[config.mk]
export PLATFORM = sky130hd
export DESIGN_NAME = nco_sweep_ctrl
export DESIGN_NICKNAME = d
export VERILOG_FILES = /design/src/rtl/nco_sweep_ctrl.sv
export SDC_FILE = /design/constraint.sdc
export NUM_CORES = 1
export LEC_CHECK = 0
export ABC_AREA = 1
export BUFFER_PORTS_ARGS = -buffer_cell sky130_fd_sc_hd__buf_2
export CORE_MARGIN = 1
export CORE_UTILIZATION = 54
export CTS_CLUSTER_SIZE = 30
export DETAILED_ROUTE_END_ITERATION = 16
export PLACE_DENSITY = 0.76
export SETUP_SLACK_MARGIN = 0.02
export SYNTH_ARGS = -nofsm -noshare
export SYNTH_HDL_FRONTEND = slang
export SYNTH_SLANG_ARGS = --single-unit
[constraint.sdc]
create_clock -name i_clk -period 4.5 [get_ports i_clk]
set_input_delay 0.225 -clock i_clk [delete_from_list [all_inputs] [get_ports i_clk]]
set_output_delay 0.225 -clock i_clk [all_outputs]
set_load 0.005 [all_outputs]
[src/rtl/nco_sweep_ctrl.sv]
// nco_sweep_ctrl: steps the NCO tuning word from a start to a stop value in
// fixed increments, holding each word for a programmable number of cycles.
// Mode 0 runs a single sawtooth ramp; mode 1 bounces continuously between
// the two end points.
//
// state  | meaning
// -------+---------------------------------------------------------------
// IDLE   | waiting for start; last tuning word held on the output
// UP     | stepping upward toward the stop word
// DOWN   | stepping downward toward the start word (triangle mode only)
module nco_sweep_ctrl #(
  parameter int FW = 10,
  parameter int DW = 16
) (
  input  logic          i_clk,
  input  logic          i_rst,
  input  logic          i_start,
  input  logic          i_stop,
  input  logic          i_mode,
  input  logic [FW-1:0] i_f_start,
  input  logic [FW-1:0] i_f_stop,
  input  logic [FW-1:0] i_f_inc,
  input  logic [DW-1:0] i_dwell,
  output logic [FW-1:0] o_freq_step,
  output logic          o_freq_upd,
  output logic          o_busy,
  output logic          o_done
);

  localparam logic [1:0] S_IDLE = 2'd0;
  localparam logic [1:0] S_UP   = 2'd1;
  localparam logic [1:0] S_DOWN = 2'd2;

  logic [1:0]    state;
  logic [FW-1:0] f_lo;
  logic [FW-1:0] f_hi;
  logic [FW-1:0] inc_r;
  logic [DW-1:0] dwell_r;
  logic          mode_r;
  logic [DW-1:0] cnt;

  logic [FW-1:0]        inc_n;
  logic [DW-1:0]        dwell_n;
  logic [FW-1:0]        hi_n;
  logic [FW:0]          up_sum;
  logic [FW-1:0]        up_next;
  logic signed [FW:0]   dn_diff;
  logic [FW-1:0]        dn_next;
  logic                 at_hi;
  logic                 at_lo;

  // A zero increment or dwell would stall the sweep, so both are promoted to 1.
  // When stop <= start the upper turn-around collapses onto the start word,
  // which turns the sweep into a single-point hold without special states.
  assign inc_n   = (i_f_inc == '0) ? FW'(1) : i_f_inc;
  assign dwell_n = (i_dwell == '0) ? DW'(1) : i_dwell;
  assign hi_n    = (i_f_stop <= i_f_start) ? i_f_start : i_f_stop;

  // Next words in each direction, computed one bit wider and clamped to the
  // end points so the tuning word can never wrap.
  always_comb begin
    up_sum  = {1'b0, o_freq_step} + {1'b0, inc_r};
    up_next = (up_sum > {1'b0, f_hi}) ? f_hi : up_sum[FW-1:0];
    dn_diff = $signed({1'b0, o_freq_step}) - $signed({1'b0, inc_r});
    dn_next = (dn_diff < $signed({1'b0, f_lo})) ? f_lo : dn_diff[FW-1:0];
    at_hi   = (o_freq_step >= f_hi);
    at_lo   = (o_freq_step <= f_lo);
  end

  // Sweep sequencer: dwell down-counter, tuning-word stepping and status flags.
  always_ff @(posedge i_clk or posedge i_rst) begin
    if (i_rst) begin
      state       <= S_IDLE;
      f_lo        <= '0;
      f_hi        <= '0;
      inc_r       <= '0;
      dwell_r     <= '0;
      mode_r      <= 1'b0;
      cnt         <= '0;
      o_freq_step <= '0;
      o_freq_upd  <= 1'b0;
      o_busy      <= 1'b0;
      o_done      <= 1'b0;
    end else begin
      o_freq_upd <= 1'b0;
      case (state)
        S_IDLE: begin
          if (i_start && !i_stop) begin
            f_lo        <= i_f_start;
            f_hi        <= hi_n;
            inc_r       <= inc_n;
            dwell_r     <= dwell_n;
            mode_r      <= i_mode;
            cnt         <= dwell_n - DW'(1);
            o_freq_step <= i_f_start;
            o_freq_upd  <= 1'b1;
            o_busy      <= 1'b1;
            o_done      <= 1'b0;
            state       <= S_UP;
          end
        end
        S_UP: begin
          if (i_stop) begin
            state  <= S_IDLE;
            o_busy <= 1'b0;
          end else if (cnt != '0) begin
            cnt <= cnt - DW'(1);
          end else begin
            cnt <= dwell_r - DW'(1);
            if (!at_hi) begin
              o_freq_step <= up_next;
              o_freq_upd  <= 1'b1;
            end else if (!mode_r) begin
              state  <= S_IDLE;
              o_busy <= 1'b0;
              o_done <= 1'b1;
            end else begin
              // Turn around; a single-point sweep produces no change and no pulse.
              state       <= S_DOWN;
              o_freq_step <= dn_next;
              o_freq_upd  <= (dn_next != o_freq_step);
            end
          end
        end
        S_DOWN: begin
          if (i_stop) begin
            state  <= S_IDLE;
            o_busy <= 1'b0;
          end else if (cnt != '0) begin
            cnt <= cnt - DW'(1);
          end else begin
            cnt <= dwell_r - DW'(1);
            if (!at_lo) begin
              o_freq_step <= dn_next;
              o_freq_upd  <= 1'b1;
            end else begin
              state       <= S_UP;
              o_freq_step <= up_next;
              o_freq_upd  <= (up_next != o_freq_step);
            end
          end
        end
        default: state <= S_IDLE;
      endcase
    end
  end

endmodule

---- Word-level counts from Yosys, hierarchy flattened ----
Index checks and enable logic that the tools add are counted.
storage, ports and cells
  output and inout bits ................... 13
  register bits after elaboration ......... 78
  word-level logic and storage cells ...... 105
  input bits .............................. 51
cells by class
  $add $sub $neg .......................... 5
  $lt $le $gt $ge ......................... 5
  equality and inequality tests ........... 19
  reductions and logical operators ........ 16
  multiplexer cells ....................... 49
operators by type and width
  kind                                                                  number
  10-bit 2-to-1 mux                                                     12
  16-bit 2-to-1 mux                                                     4
  16-bit by 1-bit subtractor with 16-bit output, second input constant  3
  16-bit case mux with 2 select lines                                   1
  10-bit case mux with 3 select lines                                   1
  10-bit less-or-equal comparator                                       2
  10-bit inequality test                                                2
  1-bit 2-to-1 mux                                                      19
  2-bit inequality test, second input constant                          9
  3-bit inequality test, second input constant                          6
  16-bit logical NOT                                                    1
  2-bit 2-to-1 mux                                                      8
  16-bit nonzero test                                                   1
  6-bit AND reduction                                                   2
  10-bit by 10-bit adder with 11-bit output                             1
  11-bit by 10-bit > comparator with 1-bit output                       1
  11-bit < comparator                                                   1
  10-bit by 10-bit subtractor with 11-bit output                        1
  10-bit >= comparator                                                  1
  10-bit logical NOT                                                    1
  7-bit AND reduction                                                   1
  1-bit case mux with 3 select lines                                    2
  2-bit case mux with 3 select lines                                    1
  5-bit AND reduction                                                   1
  11 further kinds                                                      12

---- Longest topological paths before layout ----
Gate-level depths: netlist of run 1.
  depth after elaboration ................. 9
  mapped depth ............................ 32

---- Worst setup path before layout of run 1 ----
No wires, ideal clock.
  kind .................................... register to register
  from .................................... reg o_freq_step[1]
  to ...................................... reg o_freq_upd
  required time ........................... 4.370 ns
  buffers on the path ..................... 1
  data arrival time ....................... 3.297 ns
  stages on the path, launching flop included .. 28
  library setup time ...................... 0.130 ns
  period minus slack after synthesis ...... 3.427 ns
  path slack .............................. 1.073 ns
  cells stage by stage .................... dfrtp_1 inv_1 fa_1 o21ai_1 xor2_1 inv_1 ha_1 nand2_1 nand2_1 a21oi_1 nand2_1 nand2_1 nand2_1 nand2_1 nand2_1 nand2_1 buf_2 nand3_1 nand3_1 nand2_1 inv_1 nand2_1 nor2_1 nand4_1 nand2_1 nand2_1 nand2_1 a21oi_2
between the ends
  word-level cells in the longest chain between the ends .. 9
  elaborated cells between the ends (all ways) .. 18
  those cells by class .................... add/sub (2); order compare (4); eq/ne (2); mux (10)
ends and longest elaborated chain
  what                                            RTL line  source
  start: declaration                              24        output logic [FW-1:0] o_freq_step,
  start signal: assignment                        95        o_freq_step <= i_f_start;
  start signal: assignment                        111       o_freq_step <= up_next;
  start signal: assignment                        120       o_freq_step <= dn_next;
  10-bit by 10-bit subtractor with 11-bit output  64        dn_diff = $signed({1'b0, o_freq_step}) - $signed({1'b0, inc_r});
  11-bit < comparator                             65        dn_next = (dn_diff < $signed({1'b0, f_lo})) ? f_lo : dn_diff[FW-1:0];
  10-bit 2-to-1 mux                               65
  10-bit inequality test                          121       o_freq_upd <= (dn_next != o_freq_step);
  1-bit 2-to-1 mux                                113       end else if (!mode_r) begin
  1-bit 2-to-1 mux                                110       if (!at_hi) begin
  1-bit 2-to-1 mux                                106       end else if (cnt != '0) begin
  1-bit 2-to-1 mux                                103       if (i_stop) begin
  1-bit case mux with 3 select lines *            86        case (state)
  end signal: assignment                          121
  end signal: assignment                          139       o_freq_upd <= (up_next != o_freq_step);
  end: declaration                                25        output logic o_freq_upd,
Every way passes the cells marked *; elsewhere a longest branch is shown, timed or not.
A chain may end at the register's enable or synchronous reset.

---- Final worst setup path of run 1 ----
  from .................................... reg o_freq_step[0]
  to ...................................... reg o_freq_upd
Same word-level chain as after synthesis.

==> impl_metrics.csv, run 1 <==
group,metric,value,unit
cells_and_area,final_util,0.608,
logic_synthesis,synth-seq-area-share,0.268,
cts,cts_inserted_buffers,9,
detailed_routing,via_per_inst,5.61,
cells_and_area,area_growth,10.2,%
logic_synthesis,synth_area,7280,um^2
worst_setup_path,critPathLaunchType,"register",
cells_and_area,multi_input_comb_area,4570,um^2
global_routing,grt_pass1_vias,6867,
cells_and_area,fin_area,8020,um^2
die,die_h,118,um
cts,clockBufferDepth,2,
logic_synthesis,synth_top_area_share,0.268,
cts,root_buffer,"clkbuf_16",
timing,rsz0062_at_grt,"no",
worst_setup_path,ff2ff_path_depth,28,
placed_design,hpwl,16.8,mm
detailed_routing,num_vias,7300,
global_routing,grt_util_all_layers,0.323,
job,drv_cap,0,
logic_synthesis,synth_cell_types,53,
cells_and_area,regArea,1950,um^2
detailed_routing,drt_iter0_markers,694,
placed_design,port_buffers,63,
timing,fin_crit_sh,0.911,
cts,worstSkewPairLatency,0.35,ns
run_status,status,"completed",
worst_setup_path,critPathCaptureType,"register",
cts,cts_tree,"done",
cts,clkTransAtPathRegs,0.06,ns
logic_synthesis,yosys_warnings,0,
cts,cts_htree_levels,3,
worst_setup_path,cp_common_cell,"nand2_1",
timing,setup_viol_count_final,0,
detailed_routing,ant_nets,0,
min_path,worstHoldPathCells,3,
worst_setup_path,cp_max_fo,15,
cts,cts.sinks,78,
worst_setup_path,max_stage_delay,0.49,ns
worst_setup_path,crit_type,"reg2reg",
timing,min_period,4.10,ns
die,rows,42,
logic_synthesis,yosys_most_used_dff,"dfrtp_1",
die,core_area,13200,um^2
timing,setup-tns-final,0,ns
worst_setup_path,worst_ep_arrival_time,4.32,ns
placed_design,gp_congestion,1.01,
global_routing,grt_start_max_net_pins,70,
cells_and_area,fill_cells,1287,
die,die_w,118,um
die,start_util,0.552,
logic_synthesis,synth.avg_cell_area,6.82,um^2
detailed_routing,drc,0,
cts,cts_setup_buffers,0,
global_routing,grt_pass1_wl,34.9,mm
logic_synthesis,synth-edff-count,0,
timing,finalHoldWorstSlack,0.0772,ns
timing,fmax,244,MHz
detailed_routing,drt_pre_antenna_iters,6,
detailed_routing,routedWlPerCell,16.8,um
worst_setup_path,cp_slowest_cell,"fa_1",
die,ios,64,
timing,hold_violations,0,
worst_setup_path,required,4.72,ns
timing,relSlewSlack,0.154,
detailed_routing,drt-total-wl,21.9,mm
logic_synthesis,async_reset_ff_frac,1.00,
cells_and_area,drive_gt1_frac,0.128,
cells_and_area,nNetsFinal,1248,
global_routing,antenna_found_initial,0,
timing,final.setup_skew,0.00643,ns
logic_synthesis,yosysTopAreaCell,"dfrtp_1",
die,die-area,13900,um^2
logic_synthesis,syn_nets,1194,
min_path,hold_class,"in2reg",
logic_synthesis,synthCells,1067,
timing,worst_pin_slew,1.27,ns
logic_synthesis,synth_seq_cells,78,
placed_design,placed_cell_area,7730,um^2
logic_synthesis,synthTopCellsByArea,"dfrtp_1 27%, nand2_1 16%, ha_1 13%, nand3_1 7.9%, inv_1 7.0%",
global_routing,grt_remaining_overflow,0,
cells_and_area,n_antenna_cell,0,
timing,drv_slew,0,
## flip-flops by register name, indices dropped and copies added (netlist names)
name and count:
f_lo 10, o_busy 1, state 2, o_freq_step 10
cnt 16, dwell_r 16, mode_r 1, inc_r 10
o_freq_upd 1, o_done 1, f_hi 10
## routing by layer
layer,global-route usage,wire length (um),up-vias
met5,0,0,-
met4,0.201,1270,0
met3,0.0455,1600,87
li1,-,-,3603
met2,0.519,9850,299
met1,0.410,9130,3311
## stage by stage
step | setup WS, ns | std cells
after global placement | 0.356 | 1285
after CTS | 0.306 | 1302
after floorplan | 1.07 | 1067
after detailed placement | 0.320 | 1285
after global routing | 0.0395 | 1302
final | 0.403 | 1302
## cells in the mapped netlist, types with 4 or more instances
| cell | number |
|---|---|
| nand2_1 | 310 |
| inv_1 | 136 |
| nand3_1 | 115 |
| dfrtp_1 | 78 |
| o21ai_0 | 77 |
| ha_1 | 74 |
| nor2_1 | 50 |
| a21oi_1 | 26 |
| o211ai_1 | 19 |
| clkbuf_1 | 18 |
| xor2_1 | 18 |
| nand2_2 | 15 |
| nand4_1 | 15 |
| o21ai_1 | 10 |
| xnor2_1 | 10 |
| o22ai_1 | 9 |
| buf_2 | 7 |
| buf_6 | 6 |
| nand3b_1 | 5 |
| nor3_1 | 5 |
| nor4_1 | 5 |
| buf_4 | 4 |
| inv_2 | 4 |
| nor2_2 | 4 |
## layout by cell type, fill, tap and decap left out, types with 2 or more instances in the layout
master       n
inv_1      135
inv_2        4
clkinv_4     3
clkinv_1     3
o31ai_1      2
dfrtp_1     78
o21ai_0     77
buf_4       18
nand3b_1     5
nand3_2      3
o21a_1       2
o21ai_2      2
a21oi_2      3
clkbuf_16    9
nor3_1       4
or2_1        2
nor3_2       3
buf_2       63
o21ai_1     10
xnor2_1     10
o21bai_1     3
nand3_1    115
o22ai_1      9
ha_1        74
nand4_1     15
xor2_1      18
nor2_2       4
nor2_1      50
nand2_2     16
nor4_1       5
clkinv_2     2
o211ai_1    19
a21oi_1     26
nand2_1    309
fa_1         2
nand2_4      3
## logic make-up after synthesis
| family | count (synthesis) | share of synthesized area |
|---|---|---|
| and+or+nand+nor | 538 | 0.326 |
| buffers and inverters | 183 | 0.107 |
| AOI/OAI and AO/OA | 164 | 0.132 |
| DFF | 78 | 0.268 |
| adders and majority gates | 76 | 0.133 |
| xor gates and xnor gates | 28 | 0.0337 |
## area by class of cell
class                      instances  share of cell area
tap                              176              0.0274
timing repair buffer              82              0.0574
inverter                         144              0.0678
multi-input combinational        806               0.570
sequential                        78               0.243
clock buffer                      10              0.0285
clock inverter                     6             0.00593
## critical path: cells and delay by family, from the launching register on
kind	cells	cell delay [ns]
compound gates	2	0.31
xor+xnor	1	0.27
fa+ha+maj	3	1.06
buf+inv	2	0.17
flops	1	0.48
simple gates	20	1.72
## path summary, 6_finish.rpt
kind	start	endpoint	slack [ns]
worst max-delay path	o_freq_step[0]	o_freq_upd	0.40
worst min-delay path	i_mode	mode_r	0.08
worst max register to register	o_freq_step[0]	o_freq_upd	0.40
worst min register to register	dwell_r[7]	dwell_r[7]	0.47
max in group asynchronous	i_rst	o_freq_step[8]	2.99
min in group asynchronous	i_rst	f_hi[1]	0.51
## timing repair
| item | CTS | global route |
|---|---|---|
| hold endpoints to repair | 37 | 0 |
| endpoints found under the setup margin | 0 | 1 |
| resized for setup | 0 | 1 |
| hold buffers | 1 | 0 |
Power of run 1 is not shown: default switching activity piles up to over one toggle a cycle in this logic, so the estimate is an artifact.
==> run 2: changes to the inputs <==
--- a/config.mk
+++ b/config.mk
@@ -7,6 +7,7 @@
 export LEC_CHECK = 0
 export ABC_AREA = 1
 export BUFFER_PORTS_ARGS = -buffer_cell sky130_fd_sc_hd__buf_2
+export CORE_ASPECT_RATIO = 1.1
 export CORE_MARGIN = 1
 export CORE_UTILIZATION = 54
 export CTS_CLUSTER_SIZE = 30
==> run 2 against run 1 <==
Clock skew grew 0.0044 ns. Register-to-register slack lost 0.05 ns. Maximum frequency shrank 1.3%. Flip-flop and latch count is the same. Worst hold slack lost 0.0081 ns. Sequential share of layout area shrank 0.24 points. Non-clock buffer count grew 6. Wire length grew 2.3%. Die area is essentially flat. Critical endpoint unchanged. Largest cell class unchanged.
==> impl_metrics.csv, run 2 (synthesis results as in run 1) <==
group,metric,value,unit
cells_and_area,mostFrequentLayoutCell,"nand2_1",
run_status,status,"completed",
cts,cts_htree_levels,3,
placed_design,port_buffers,63,
timing,relSlewSlack,0.490,
worst_setup_path,cp_slowest_cell,"fa_1",
timing,setup_viol_count_final,0,
cells_and_area,layout_common_cells,"309 x nand2_1, 135 x inv_1, 115 x nand3_1, 78 x dfrtp_1, 77 x o21ai_0",
die,die-area,13900,um^2
cells_and_area,nNetsFinal,1254,
worst_setup_path,critPathLaunchType,"register",
worst_setup_path,worst_ep_arrival_time,4.37,ns
detailed_routing,routedWlPerCell,17.3,um
detailed_routing,drt_iter0_markers,665,
timing,setup_slack,0.350,ns
cells_and_area,fin_area,8110,um^2
cells_and_area,n_antenna_cell,0,
die,rows,44,
worst_setup_path,max_stage_delay,0.48,ns
timing,fin_crit_sh,0.922,
timing,hold_violations,0,
timing,drv_slew,0,
die,core_area,13200,um^2
cells_and_area,drive_gt1_frac,0.133,
placed_design,placed_cell_area,7720,um^2
cts,clkTransAtPathRegs,0.07,ns
cts,clockBufferDepth,2,
timing,fmax,241,MHz
die,ios,64,
global_routing,grt_util_all_layers,0.337,
cells_and_area,top_regs,"cnt: 16 flops, dwell_r: 16 flops",
detailed_routing,drt_pre_antenna_iters,6,
worst_setup_path,critical-path-top-delay-family,"simple AND/OR/NAND/NOR gates",
worst_setup_path,critPathBufInv,4,
placed_design,gp_congestion,0.990,
die,die_h,124,um
timing,min_period,4.15,ns
placed_design,place_ws,0.355,ns
cts,cts_tree,"done",
detailed_routing,via_per_inst,5.72,
timing,final.setup_skew,0.0109,ns
placed_design,hpwl,17.1,mm
worst_setup_path,cp_common_cell,"nand2_1",
cts,cts_inserted_buffers,9,
job,drv_cap,0,
global_routing,grt_remaining_overflow,0,
cts,cts.sinks,78,
global_routing,grt_pass1_vias,7017,
worst_setup_path,cp_max_fo,14,
cts,root_buffer,"clkbuf_16",
worst_setup_path,critPathCaptureType,"register",
worst_setup_path,required,4.72,ns
global_routing,antenna_found_initial,0,
worst_setup_path,crit_type,"reg2reg",
min_path,hold_class,"in2reg",
detailed_routing,num_vias,7395,
cts,worstSkewPairLatency,0.35,ns
cells_and_area,area_growth,11.3,%
detailed_routing,drt-total-wl,22.4,mm
timing,rsz0062_at_grt,"no",
global_routing,grt_start_max_net_pins,70,
die,start_util,0.553,
detailed_routing,drc,0,
die,die_w,113,um
detailed_routing,ant_nets,0,
timing,worst_pin_slew,0.760,ns
timing,setup-tns-final,0,ns
global_routing,grt_pass1_wl,35.5,mm
-- run 2: cell types whose count changed in the layout (fill, tap and decap cells not counted), sizes merged --
cell,change
buf,+6
bufinv,+2
clkbuf,-1
clkinv,-4
inv,+2
-- run 2: path summary, 6_finish.rpt --
| kind | slack, ns | depth (start not counted) | start | to |
|---|---|---|---|---|
| max | 0.35 | 27 | o_freq_step[0] | o_freq_upd |
| min | 0.07 | 3 | i_mode | mode_r |
| max reg2reg | 0.35 | 27 | o_freq_step[0] | o_freq_upd |
| min reg2reg | 0.48 | 2 | dwell_r[13] | dwell_r[13] |
| max in group asynchronous | 3.00 | 4 | i_rst | f_lo[6] |
| min in group asynchronous | 0.45 | 3 | i_rst | f_hi[1] |
-- run 2: worst reg2reg max path: stages, from the launching register on --
cell and delay (ns):
dfrtp_1 0.42, ha_1 0.28, inv_1 0.08, fa_1 0.48, o21ai_1 0.26, xor2_1 0.24
inv_1 0.09, ha_1 0.29, nand2_1 0.07, nand2_1 0.05, a21oi_1 0.13, nand2_1 0.08
nand2_1 0.06, nand2_1 0.04, nand2_1 0.05, nand2_1 0.06, nand2_2 0.22, nand2_4 0.15
buf_12 0.17, inv_1 0.04, nand2_1 0.08, nand2_2 0.12, xor2_1 0.15, nand4_1 0.15
nand2_1 0.08, nand2_1 0.05, nand2_1 0.07, a21oi_2 0.05
-- run 2: per-layer routing --
metal | share of wire | routed length, um | global-route usage
met1 | 0.41 | 9110 | 0.399
met3 | 0.066 | 1480 | 0.0516
met4 | 0.064 | 1440 | 0.231
met5 | 0 | 0 | 0
met2 | 0.46 | 10300 | 0.569
-- run 2: per-stage QoR --
stage	hold WS, ns	utilization	std cells
5_1_grt	0.0950	0.616	1292
3_5_place_dp	0.290	0.587	1271
3_3_place_gp	0.280	0.587	1271
6_report	0.0691	0.616	1292
4_1_cts	0.0669	0.612	1287
2_1_floorplan	0.342	-	1067
-- run 2: cell type report --
type,instances,area [um^2]
flip-flops and latches,78,1950
repair buffers,88,518
multi-input cells,806,4570
inverters,144,544
clock inverters,6,93.8
fillers,1281,5050
well taps,161,201
clock buffers,9,225
-- run 2: what timing repair did --
item / in CTS / in global routing
endpoints found under the setup margin: 0 / 4
hold buffers: 1 / 0
setup buffers: 0 / 5
endpoints found under the hold margin: 26 / 0
resized for setup: 0 / 1
Power of run 2 is left out for the same reason.
